`config.mk`:
```
export PLATFORM = sky130hd
export DESIGN_NAME = mmio_combiner
export DESIGN_NICKNAME = d
export VERILOG_FILES = /design/src/rtl/mmio_combiner_pkg.sv /design/src/rtl/mmio_combiner_sync_fifo.sv /design/src/rtl/mmio_combiner.sv
export SDC_FILE = /design/constraint.sdc
export NUM_CORES = 1
export LEC_CHECK = 0
export ABC_CLOCK_PERIOD_IN_PS = 3300
export BUFFER_PORTS_ARGS = -buffer_cell sky130_fd_sc_hd__buf_2
export CAP_MARGIN = 20
export CORE_UTILIZATION = 35
export DETAILED_ROUTE_END_ITERATION = 8
export PLACE_DENSITY = 0.57
export REMOVE_ABC_BUFFERS = 1
export SLEW_MARGIN = 20
export SYNTH_ARGS = -nofsm -noshare
export SYNTH_HDL_FRONTEND = slang
export SYNTH_HIERARCHICAL = 1
export SYNTH_SLANG_ARGS = --single-unit
```
`constraint.sdc`:
```
create_clock -name CLK -period 3.3 [get_ports CLK]
set_clock_uncertainty 0.15 [all_clocks]
set_input_delay 0.66 -clock CLK [delete_from_list [all_inputs] [get_ports CLK]]
set_output_delay 0.66 -clock CLK [all_outputs]
set_load 0.005 [all_outputs]
```
`src/rtl/mmio_combiner_pkg.sv`:
```
// rtl/mmio_combiner_pkg.sv - register map, op encoding and reset constants for mmio_combiner
package mmio_combiner_pkg;

  // Write map (channel enqueue addresses are 0..NCH-1)
  localparam logic [3:0] A_CFG_MODE   = 4'd8;
  localparam logic [3:0] A_CFG_PERIOD = 4'd9;
  localparam logic [3:0] A_CLR_DROPS  = 4'd10;

  // Read map (channel head addresses are 0..NCH-1)
  localparam logic [3:0] A_STATUS     = 4'd8;
  localparam logic [3:0] A_OUT        = 4'd9;
  localparam logic [3:0] A_DROPS      = 4'd10;
  localparam logic [3:0] A_LEVEL      = 4'd11;
  localparam logic [3:0] A_PERIOD     = 4'd12;

  localparam logic [7:0] PERIOD_RST   = 8'd50;

  typedef enum logic [1:0] {
    OP_OR  = 2'd0,
    OP_AND = 2'd1,
    OP_XOR = 2'd2,
    OP_ADD = 2'd3
  } op_e;

endpackage

```
`src/rtl/mmio_combiner_sync_fifo.sv`:
```
// rtl/mmio_combiner_sync_fifo.sv - power-of-two synchronous FIFO with occupancy count
module sync_fifo #(
  parameter int WIDTH = 8,
  parameter int DEPTH = 2
) (
  input  logic                     CLK,
  input  logic                     RST_N,
  input  logic                     enq,
  input  logic                     deq,
  input  logic [WIDTH-1:0]         din,
  output logic [WIDTH-1:0]         dout,
  output logic                     full,
  output logic                     empty,
  output logic [$clog2(DEPTH):0]   count
);

  localparam int AW = $clog2(DEPTH);

  logic [WIDTH-1:0] mem_q [DEPTH];
  logic [AW-1:0]    wr_q, wr_d, rd_q, rd_d;
  logic [AW:0]      cnt_q, cnt_d;
  logic             do_enq, do_deq;

  assign full   = (cnt_q == (AW+1)'(DEPTH));
  assign empty  = (cnt_q == '0);
  assign count  = cnt_q;
  assign dout   = mem_q[rd_q];
  assign do_enq = enq && !full;
  assign do_deq = deq && !empty;

  always_comb begin
    wr_d  = do_enq ? wr_q + AW'(1) : wr_q;
    rd_d  = do_deq ? rd_q + AW'(1) : rd_q;
    cnt_d = cnt_q + (AW+1)'(do_enq) - (AW+1)'(do_deq);
  end

  always_ff @(posedge CLK) begin
    if (!RST_N) begin
      wr_q  <= '0;
      rd_q  <= '0;
      cnt_q <= '0;
    end else begin
      wr_q  <= wr_d;
      rd_q  <= rd_d;
      cnt_q <= cnt_d;
    end
  end

  // Storage needs no reset: the count gates every read of stale entries.
  always_ff @(posedge CLK) begin
    if (do_enq) mem_q[wr_q] <= din;
  end

endmodule

```
`src/rtl/mmio_combiner.sv`:
```
// rtl/mmio_combiner.sv - NCH input FIFOs reduced by a programmable op into an output FIFO
// on a programmable period tick; write port loads/configures, read port drains/observes.
module mmio_combiner
  import mmio_combiner_pkg::*;
#(
  parameter int WIDTH  = 8,
  parameter int NCH    = 2,
  parameter int DEPTH  = 2,
  parameter int ODEPTH = 4
) (
  input  logic             CLK,
  input  logic             RST_N,
  input  logic [3:0]       write_address,
  input  logic [WIDTH-1:0] write_data,
  input  logic             write_en,
  output logic             write_rdy,
  input  logic [3:0]       read_address,
  input  logic             read_en,
  output logic [WIDTH-1:0] read_data,
  output logic             read_rdy,
  output logic             fire
);

  localparam int CW  = $clog2(DEPTH) + 1;
  localparam int OCW = $clog2(ODEPTH) + 1;

  logic [NCH-1:0][WIDTH-1:0] in_head;
  logic [NCH-1:0][CW-1:0]    in_count;
  logic [NCH-1:0]            in_full, in_empty, ch_sel, in_enq;

  logic [WIDTH-1:0]          out_head;
  logic [OCW-1:0]            out_count;
  logic                      out_full, out_empty, out_deq;

  logic                      all_ne, tick, fire_now;
  logic [WIDTH-1:0]          reduced;

  op_e                       mode_q, mode_d;
  logic [7:0]                period_q, period_d, cnt_q, cnt_d;
  logic [WIDTH-1:0]          drop_q, drop_d;
  logic                      fire_q;

  assign write_rdy = 1'b1;
  assign read_rdy  = 1'b1;
  assign fire      = fire_q;

  always_comb begin
    all_ne = 1'b1;
    for (int i = 0; i < NCH; i++) begin
      ch_sel[i] = write_en && (write_address == 4'(i));
      all_ne    = all_ne && (in_count[i] != '0);
    end
  end

  // Full is sampled before the edge, so a simultaneous combine pop cannot rescue a write.
  assign in_enq   = ch_sel & ~in_full;
  assign tick     = (cnt_q == period_q);
  assign fire_now = tick && all_ne && !out_full;
  assign out_deq  = read_en && (read_address == A_OUT) && !out_empty;

  for (genvar g = 0; g < NCH; g++) begin : g_in
    sync_fifo #(.WIDTH(WIDTH), .DEPTH(DEPTH)) u_fifo (
      .CLK   (CLK),
      .RST_N (RST_N),
      .enq   (in_enq[g]),
      .deq   (fire_now),
      .din   (write_data),
      .dout  (in_head[g]),
      .full  (in_full[g]),
      .empty (in_empty[g]),
      .count (in_count[g])
    );
  end

  sync_fifo #(.WIDTH(WIDTH), .DEPTH(ODEPTH)) u_out (
    .CLK   (CLK),
    .RST_N (RST_N),
    .enq   (fire_now),
    .deq   (out_deq),
    .din   (reduced),
    .dout  (out_head),
    .full  (out_full),
    .empty (out_empty),
    .count (out_count)
  );

  always_comb begin
    reduced = in_head[0];
    for (int i = 1; i < NCH; i++) begin
      case (mode_q)
        OP_OR:   reduced = reduced | in_head[i];
        OP_AND:  reduced = reduced & in_head[i];
        OP_XOR:  reduced = reduced ^ in_head[i];
        default: reduced = reduced + in_head[i];
      endcase
    end
  end

  always_comb begin
    mode_d   = mode_q;
    period_d = period_q;
    drop_d   = drop_q;
    cnt_d    = tick ? 8'd0 : cnt_q + 8'd1;
    if (|(ch_sel & in_full) && (drop_q != '1)) drop_d = drop_q + WIDTH'(1);
    if (write_en) begin
      case (write_address)
        A_CFG_MODE:   mode_d = op_e'(write_data[1:0]);
        A_CFG_PERIOD: begin
          period_d = write_data[7:0];
          cnt_d    = 8'd0;
        end
        A_CLR_DROPS:  drop_d = '0;
        default: ;
      endcase
    end
  end

  always_ff @(posedge CLK) begin
    if (!RST_N) begin
      mode_q   <= OP_OR;
      period_q <= PERIOD_RST;
      cnt_q    <= 8'd0;
      drop_q   <= '0;
      fire_q   <= 1'b0;
    end else begin
      mode_q   <= mode_d;
      period_q <= period_d;
      cnt_q    <= cnt_d;
      drop_q   <= drop_d;
      fire_q   <= fire_now;
    end
  end

  always_comb begin
    read_data = '0;
    for (int i = 0; i < NCH; i++) begin
      if ((read_address == 4'(i)) && !in_empty[i]) read_data = in_head[i];
    end
    case (read_address)
      A_STATUS: read_data = WIDTH'({all_ne, out_full, !out_empty});
      A_OUT:    if (!out_empty) read_data = out_head;
      A_DROPS:  read_data = drop_q;
      A_LEVEL:  read_data = WIDTH'(out_count);
      A_PERIOD: read_data = WIDTH'(period_q);
      default: ;
    endcase
  end

endmodule

```
==> Word level (Yosys, flattened, before mapping) <==
Memory sizes are Yosys's and may differ from the RTL's. A register that Yosys moved wholly into a read port is not among the register bits.
Cells that the tools add are included.
W data, S select, Z words.
{ "totals": {"regBits": 42, "inputBits": 20, "mem_count": 3, "output_inout_bits": 11, "mem_bits_rw": 64} }
{ "mem_list": {"columns": ["name", "words", "word_bits", "rd", "rd_ports_with_merged_regs", "wr", "line", "text"], "rows": [
  ["u_out.mem_q", 4, 8, 1, 1, 1, "mmio_combiner_sync_fifo.sv:19", "logic [WIDTH-1:0] mem_q [DEPTH];"],
  ["g_in[0].u_fifo.mem_q", 2, 8, 1, 1, 1, "mmio_combiner_sync_fifo.sv:19", null],
  ["g_in[1].u_fifo.mem_q", 2, 8, 1, 1, 1, "mmio_combiner_sync_fifo.sv:19", null]
]} }
{ "classes": {"n_eq_ne": 17, "mux": 23, "reduce_logical": 33, "n_bitwise": 6, "n_addsub": 15} }
{ "op_table": {"columns": ["operator", "count"], "rows": [
  ["$mux W8", 9],
  ["$pmux W8 S5", 1],
  ["$eq A4 B4 Y1 const B", 8],
  ["$pmux W8 S3", 1],
  ["$add A8 B1 Y8 const B", 2],
  ["$logic_and A1 B1 Y1", 16],
  ["$mux W1", 10],
  ["$add A8 B8 Y8", 1],
  ["$and A8 B8 Y8", 1],
  ["$eq A4 B1 Y1 const B", 2],
  ["$eq A8 B8 Y1", 1],
  ["$logic_not A4 Y1", 2],
  ["$ne A8 B8 Y1 const B", 1],
  ["$or A8 B8 Y8", 1],
  ["$xor A8 B8 Y8", 1],
  ["$eq A2 B2 Y1 const B", 3],
  ["$logic_not A1 Y1", 6],
  ["$logic_not A2 Y1", 3],
  ["$add A1 B1 Y1 const B", 4],
  ["$add A2 B1 Y2", 2],
  ["$add A2 B1 Y2 const B", 2],
  ["$and A2 B2 Y2", 2],
  ["$mux W2", 2],
  ["$reduce_and A2 Y1", 2],
  ["other kinds (9)", 11]
]} }

==> Logic depth before layout (Yosys ltp) <==
{ "depth": {"ltp_word": 8, "ltp_mapped": 13, "ltp_nobuf": 12} }

==> By module <==
Netlist, hierarchy kept.
{ "by_module_without_submodules": {"columns": ["module", "cells_each", "n_inst", "seq_area_each_um2", "area_per_inst_um2"], "rows": [
  ["mmio_combiner", 291, 1, 540.5, 2322.2],
  ["sync_fifo at u_out", 93, 1, 1141.1, 1635.3],
  ["sync_fifo at g_in[1].u_fifo", 52, 1, 580.6, 813.3],
  ["sync_fifo at g_in[0].u_fifo", 52, 1, 580.6, 812.0]
]} }

==> Worst setup path after synthesis <==
No wires, ideal clock.
{ "synth_path": {"path_kind": "input -> register", "from": "input read_address[0]", "to": "register u_out.cnt_q[2] (netlist: u_out/count[2])", "n_path_buf": 1, "t_required_ns": 3.035, "path_stages": 12, "arrival_ns": 2.956, "setup_slack_ns": 0.079, "setup_ns": 0.115, "path_cell_list": "buf_2 inv_1 nor4_2 and2_1 nor2b_1 ha_1 inv_1 ha_1 fa_1 xor2_1 xnor2_1 and2_1"} }
{ "synth_via": {"elab_chain_cells": 5} }
{ "synth_lines": {"columns": ["item", "line", "text"], "rows": [
  ["from (decl)", "mmio_combiner.sv:17", "input logic [3:0] read_address,"],
  ["$eq A4 B4 Y1", "mmio_combiner.sv:59", "assign out_deq = read_en && (read_address == A_OUT) && !out_empty;"],
  ["$logic_and A1 B1 Y1 (2 in a row)", "mmio_combiner.sv:59", null],
  ["via out_deq", "mmio_combiner.sv:33", "logic out_full, out_empty, out_deq;"],
  ["$logic_and A1 B1 Y1", "mmio_combiner_sync_fifo.sv:29", "assign do_deq = deq && !empty;"],
  ["via u_out.do_deq", "mmio_combiner_sync_fifo.sv:22", "logic do_enq, do_deq;"],
  ["$sub A3 B1 Y3", "mmio_combiner_sync_fifo.sv:34", "cnt_d = cnt_q + (AW+1)'(do_enq) - (AW+1)'(do_deq);"],
  ["to (signal assigned)", "mmio_combiner_sync_fifo.sv:45", "cnt_q <= cnt_d;"],
  ["to (decl)", "mmio_combiner_sync_fifo.sv:21", "logic [AW:0] cnt_q, cnt_d;"]
]} }
The timed path passes the listed nets, and every way through them passes these cells.
A chain may end at the register's enable or synchronous reset.

==> Worst setup path in the final report <==
{ "layout_path": {"from": "register cnt_q[0]", "to": "register u_out.cnt_q[2] (netlist: u_out/count[2])"} }
{ "layout_via": {"elab_chain_cells": 6} }
{ "layout_lines": {"columns": ["item", "line", "text"], "rows": [
  ["from (decl)", "mmio_combiner.sv:39", "logic [7:0] period_q, period_d, cnt_q, cnt_d;"],
  ["from (signal assigned)", "mmio_combiner.sv:128", "cnt_q <= cnt_d;"],
  ["$eq A8 B8 Y1", "mmio_combiner.sv:57", "assign tick = (cnt_q == period_q);"],
  ["$logic_and A1 B1 Y1 (2 in a row)", "mmio_combiner.sv:58", "assign fire_now = tick && all_ne && !out_full;"],
  ["via fire_now", "mmio_combiner.sv:35", "logic all_ne, tick, fire_now;"],
  ["$logic_and A1 B1 Y1", "mmio_combiner_sync_fifo.sv:28", "assign do_enq = enq && !full;"],
  ["$add A3 B1 Y3", "mmio_combiner_sync_fifo.sv:34", null],
  ["$sub A3 B1 Y3", "mmio_combiner_sync_fifo.sv:34", null]
]} }
The timed path passes the listed nets, and every way through them passes these cells.

==> flow_summary.toml <==
[clock_tree]
htree_levels = 3
max-clock-path-buffers = 2
postCtsSetupBuffers = 0
worstSkewPairLatency_ns = 0.36
cts_buffers = 9
clkSlewWorstSetupHoldPaths_ns = 0.06
cts.sinks = 110
hold_buffers = 0
clockRootBuffer = "clkbuf_16"
cts_tree = "yes"

[route]
vias = 3790
antenna_left = 0
firstDrtPassIters = 5
via_per_inst = 5.07
wirelength_um = 12600
drtIter0Drc = 293
wl_per_cell_um = 16.9
drcViolationCount = 0

[die]
die_x_um = 128
num_rows = 45
ioPinCount = 31
start_util_pct = 36.3
die_h_um = 128
core_um2 = 15400
die_area_um2 = 16500

[cells_and_area]
finalInstanceArea_um2 = 6370
drive_gt1_share_pct = 18.8
final-seq-area_um2 = 2840
antennaDiodeCount = 0
nets = 581
nFillCells = 1471
syn2layout_area_growth_pct = 14.1
instances_no_fill = 747
multiInputGateArea_um2 = 2520

[hold_path]
hold_start = "g_in[1].u_fifo/wr_q"
hp-class = "reg -> reg"

[synthesis]
syn_inst = 488
synth.avg_cell_area_um2 = 11.4
synth_seq_area_share_pct = 50.9
ys.flop_type = "edfxtp_1"
synthTopCellsByArea = "edfxtp_1 34%, dfxtp_1 16%, ha_1 6.3%"
syn_area_um2 = 5580
synth_edf_count = 64
yosysTopAreaCell = "edfxtp_1"
synthDistinctLibCells = 64
synthArstFlopShare_pct = 0
synth_top_area_share_pct = 34.4
ys_ff_latch = 110
yosys_warnings = 6

[setup_path]
critPathCaptureType = "flop"
max_stage_delay_ns = 0.44
cp_data_required_time_ns = 3.40
worst-path-buf-inv = 2
startpoint = "cnt_q[0]"
crit_type = "reg -> reg"
startpoint_type = "flop"
crit_fanout = 6
crit_chain = "xor2_1 > nor4_1 > and3_1 > nor2b_1 > inv_1 > ha_1 > inv_1 > ha_1 > fa_1 > xor2_1 > xnor2_1 > and2_1"
crit_family = "simple AND/OR/NAND/NOR gates"
cp_data_arrival_time_ns = 3.23
reg2reg_from = "cnt_q[0]"
slowest_stage = "dfxtp_1"

[power_and_ir_drop]
finalPower_mw = 2.70
vdd_ir_drop_max_uv = 217
power_leakage_nw = 2.48
p_per_area_nw_per_um2 = 424

[timing]
fin_crit_ns = 3.13
setup_viol = 0
rsz0062_at_grt = "false"
final_hold_viol_count = 0
fin_crit_sh_pct = 94.9
final_max_slew_viol_count = 0
slew_headroom_pct = 55.7
timing.hold.ws_ns = 0.337
fmax_mhz = 319
final.setup.tns_ns = 0
worstMarginPinSlew_ns = 0.657

[global_routing]
grt_pass1_vias = 3806
grt_use_met1_pct = 21.9
grt_use_met2_pct = 27.1
overflow = 0
busiest_layer = "met2"
use_met3_pct = 2.21
grt_antenna_before_repair = 0
grt_usage_pct = 16.7
grt_max_degree = 24
grt_first_pass_wirelength_um = 20300

[placement]
dp_cells = 731
hpwl_um = 9790
gp_congestion = 0.829
placement.io_buffers = 28
placed_cell_area_um2 = 6050

[run_status]
status = "finished, final reports clean"

[flow_run]
drv_cap = 0
## final cells by class
class / instances / area share (%)
well taps: 211 / 4.15
clock buffers: 11 / 3.65
inverters: 42 / 2.48
multi-input cells: 322 / 39.6
flip-flops and latches: 110 / 44.6
repair buffers: 46 / 4.32
clock inverters: 5 / 1.16
## worst register-to-register path, stage by stage (launching register included)
cell and delay, ns:
dfxtp_1 0.44, xor2_1 0.10, nor4_1 0.36, and3_1 0.31
nor2b_1 0.21, inv_1 0.06, ha_1 0.27, inv_1 0.04
ha_1 0.21, fa_1 0.40, xor2_1 0.18, xnor2_1 0.14
and2_1 0.16
## worst paths after layout
check,slack (ns),endpoint,depth (start not counted)
worst min-delay path,0.34,g_in[1].u_fifo/wr_q,2
worst max register to register,0.17,u_out/count[2],12
worst min register to register,0.34,g_in[1].u_fifo/wr_q,2
worst max-delay path,0.17,u_out/count[2],12
## cells by family after synthesis
logic type      Yosys count  synth area share [%]
simple gates            153                  14.8
fa+ha+maj                30                  6.99
other cells               1                0.0672
compound gates           70                  8.94
buf+inv                  57                  4.10
flops                   110                  50.9
mux                      43                  10.4
xor+xnor                 24                  3.77
## state kept, by name, indices dropped and copies added, names as in the netlist, named ones only
signal	count
period_q	8
g_in.u_fifo/mem_q	32
cnt_q	8
g_in.u_fifo/count	4
u_out/mem_q	32
u_out/count	3
mode_q	2
g_in.u_fifo/rd_q	2
fire	1
u_out/wr_q	2
u_out/rd_q	2
g_in.u_fifo/wr_q	2
drop_q	8
## Yosys cell counts (all sizes together), types with 4 or more instances
cell,instances
o21a,4
nor2,35
nor2b,6
dfxtp,46
nor4,5
mux2,19
nor3,6
o21ai,17
mux4,10
and3,8
and2,14
clkbuf,6
xor2,18
xnor2,6
a222oi,7
a22oi,9
mux2i,14
edfxtp,64
buf,9
nor3b,5
nand3,14
or3,6
a21oi,9
nand2,36
inv,42
ha,28
nand2b,6
## layout by cell type (no fill, tap or decap), types with 3 or more instances in the layout
| cell | netlist | final |
|---|---|---|
| edfxtp_1 | 64 | 64 |
| nor4_1 | 4 | 3 |
| ha_1 | 28 | 28 |
| mux4_2 | 10 | 10 |
| and2_1 | 13 | 13 |
| nor3b_1 | 4 | 4 |
| inv_1 | 42 | 42 |
| o21ai_0 | 17 | 17 |
| nand2b_1 | 6 | 6 |
| nor3_1 | 5 | 5 |
| nor2b_1 | 6 | 6 |
| xor2_1 | 18 | 18 |
| a222oi_1 | 7 | 7 |
| dfxtp_1 | 46 | 46 |
| and3_1 | 8 | 8 |
| xnor2_1 | 6 | 6 |
| buf_2 | 6 | 28 |
| mux2_2 | 19 | 19 |
| nand2_1 | 35 | 35 |
| a211oi_1 | 3 | 3 |
| a22oi_1 | 9 | 9 |
| buf_4 | 2 | 18 |
| mux2i_1 | 14 | 14 |
| nand3_1 | 14 | 14 |
| nor2_1 | 35 | 35 |
| clkbuf_16 | 0 | 9 |
| a21oi_1 | 9 | 9 |
| or3_1 | 6 | 6 |
## report_power, final
part	internal (mW)	switching (mW)	total (mW)
Sequential	1.45	0.00885	1.46
Clock	0.660	0.469	1.13
Combinational	0.0395	0.0654	0.105
## what timing repair did
item	CTS	global route
endpoints found under the hold margin	0	0
setup endpoints to repair	0	1
resized for setup	0	1
## routing by layer
layer  wire [µm]  vias to the layer above
met1        5960                     1856
met5           0                        -
met4         292                        0
met3         506                       14
met2        5870                       69
li1            -                     1851
## stage by stage
stage | util (%) | setup slack (ns)
after floorplan | - | 0.210
after global placement | 39.4 | 0.233
after detailed placement | 39.4 | 0.138
after CTS | 41.4 | 0.108
after global routing | 41.4 | 0.000279
final | 41.4 | 0.167
Note: power is estimated with default switching activity, not from simulation.
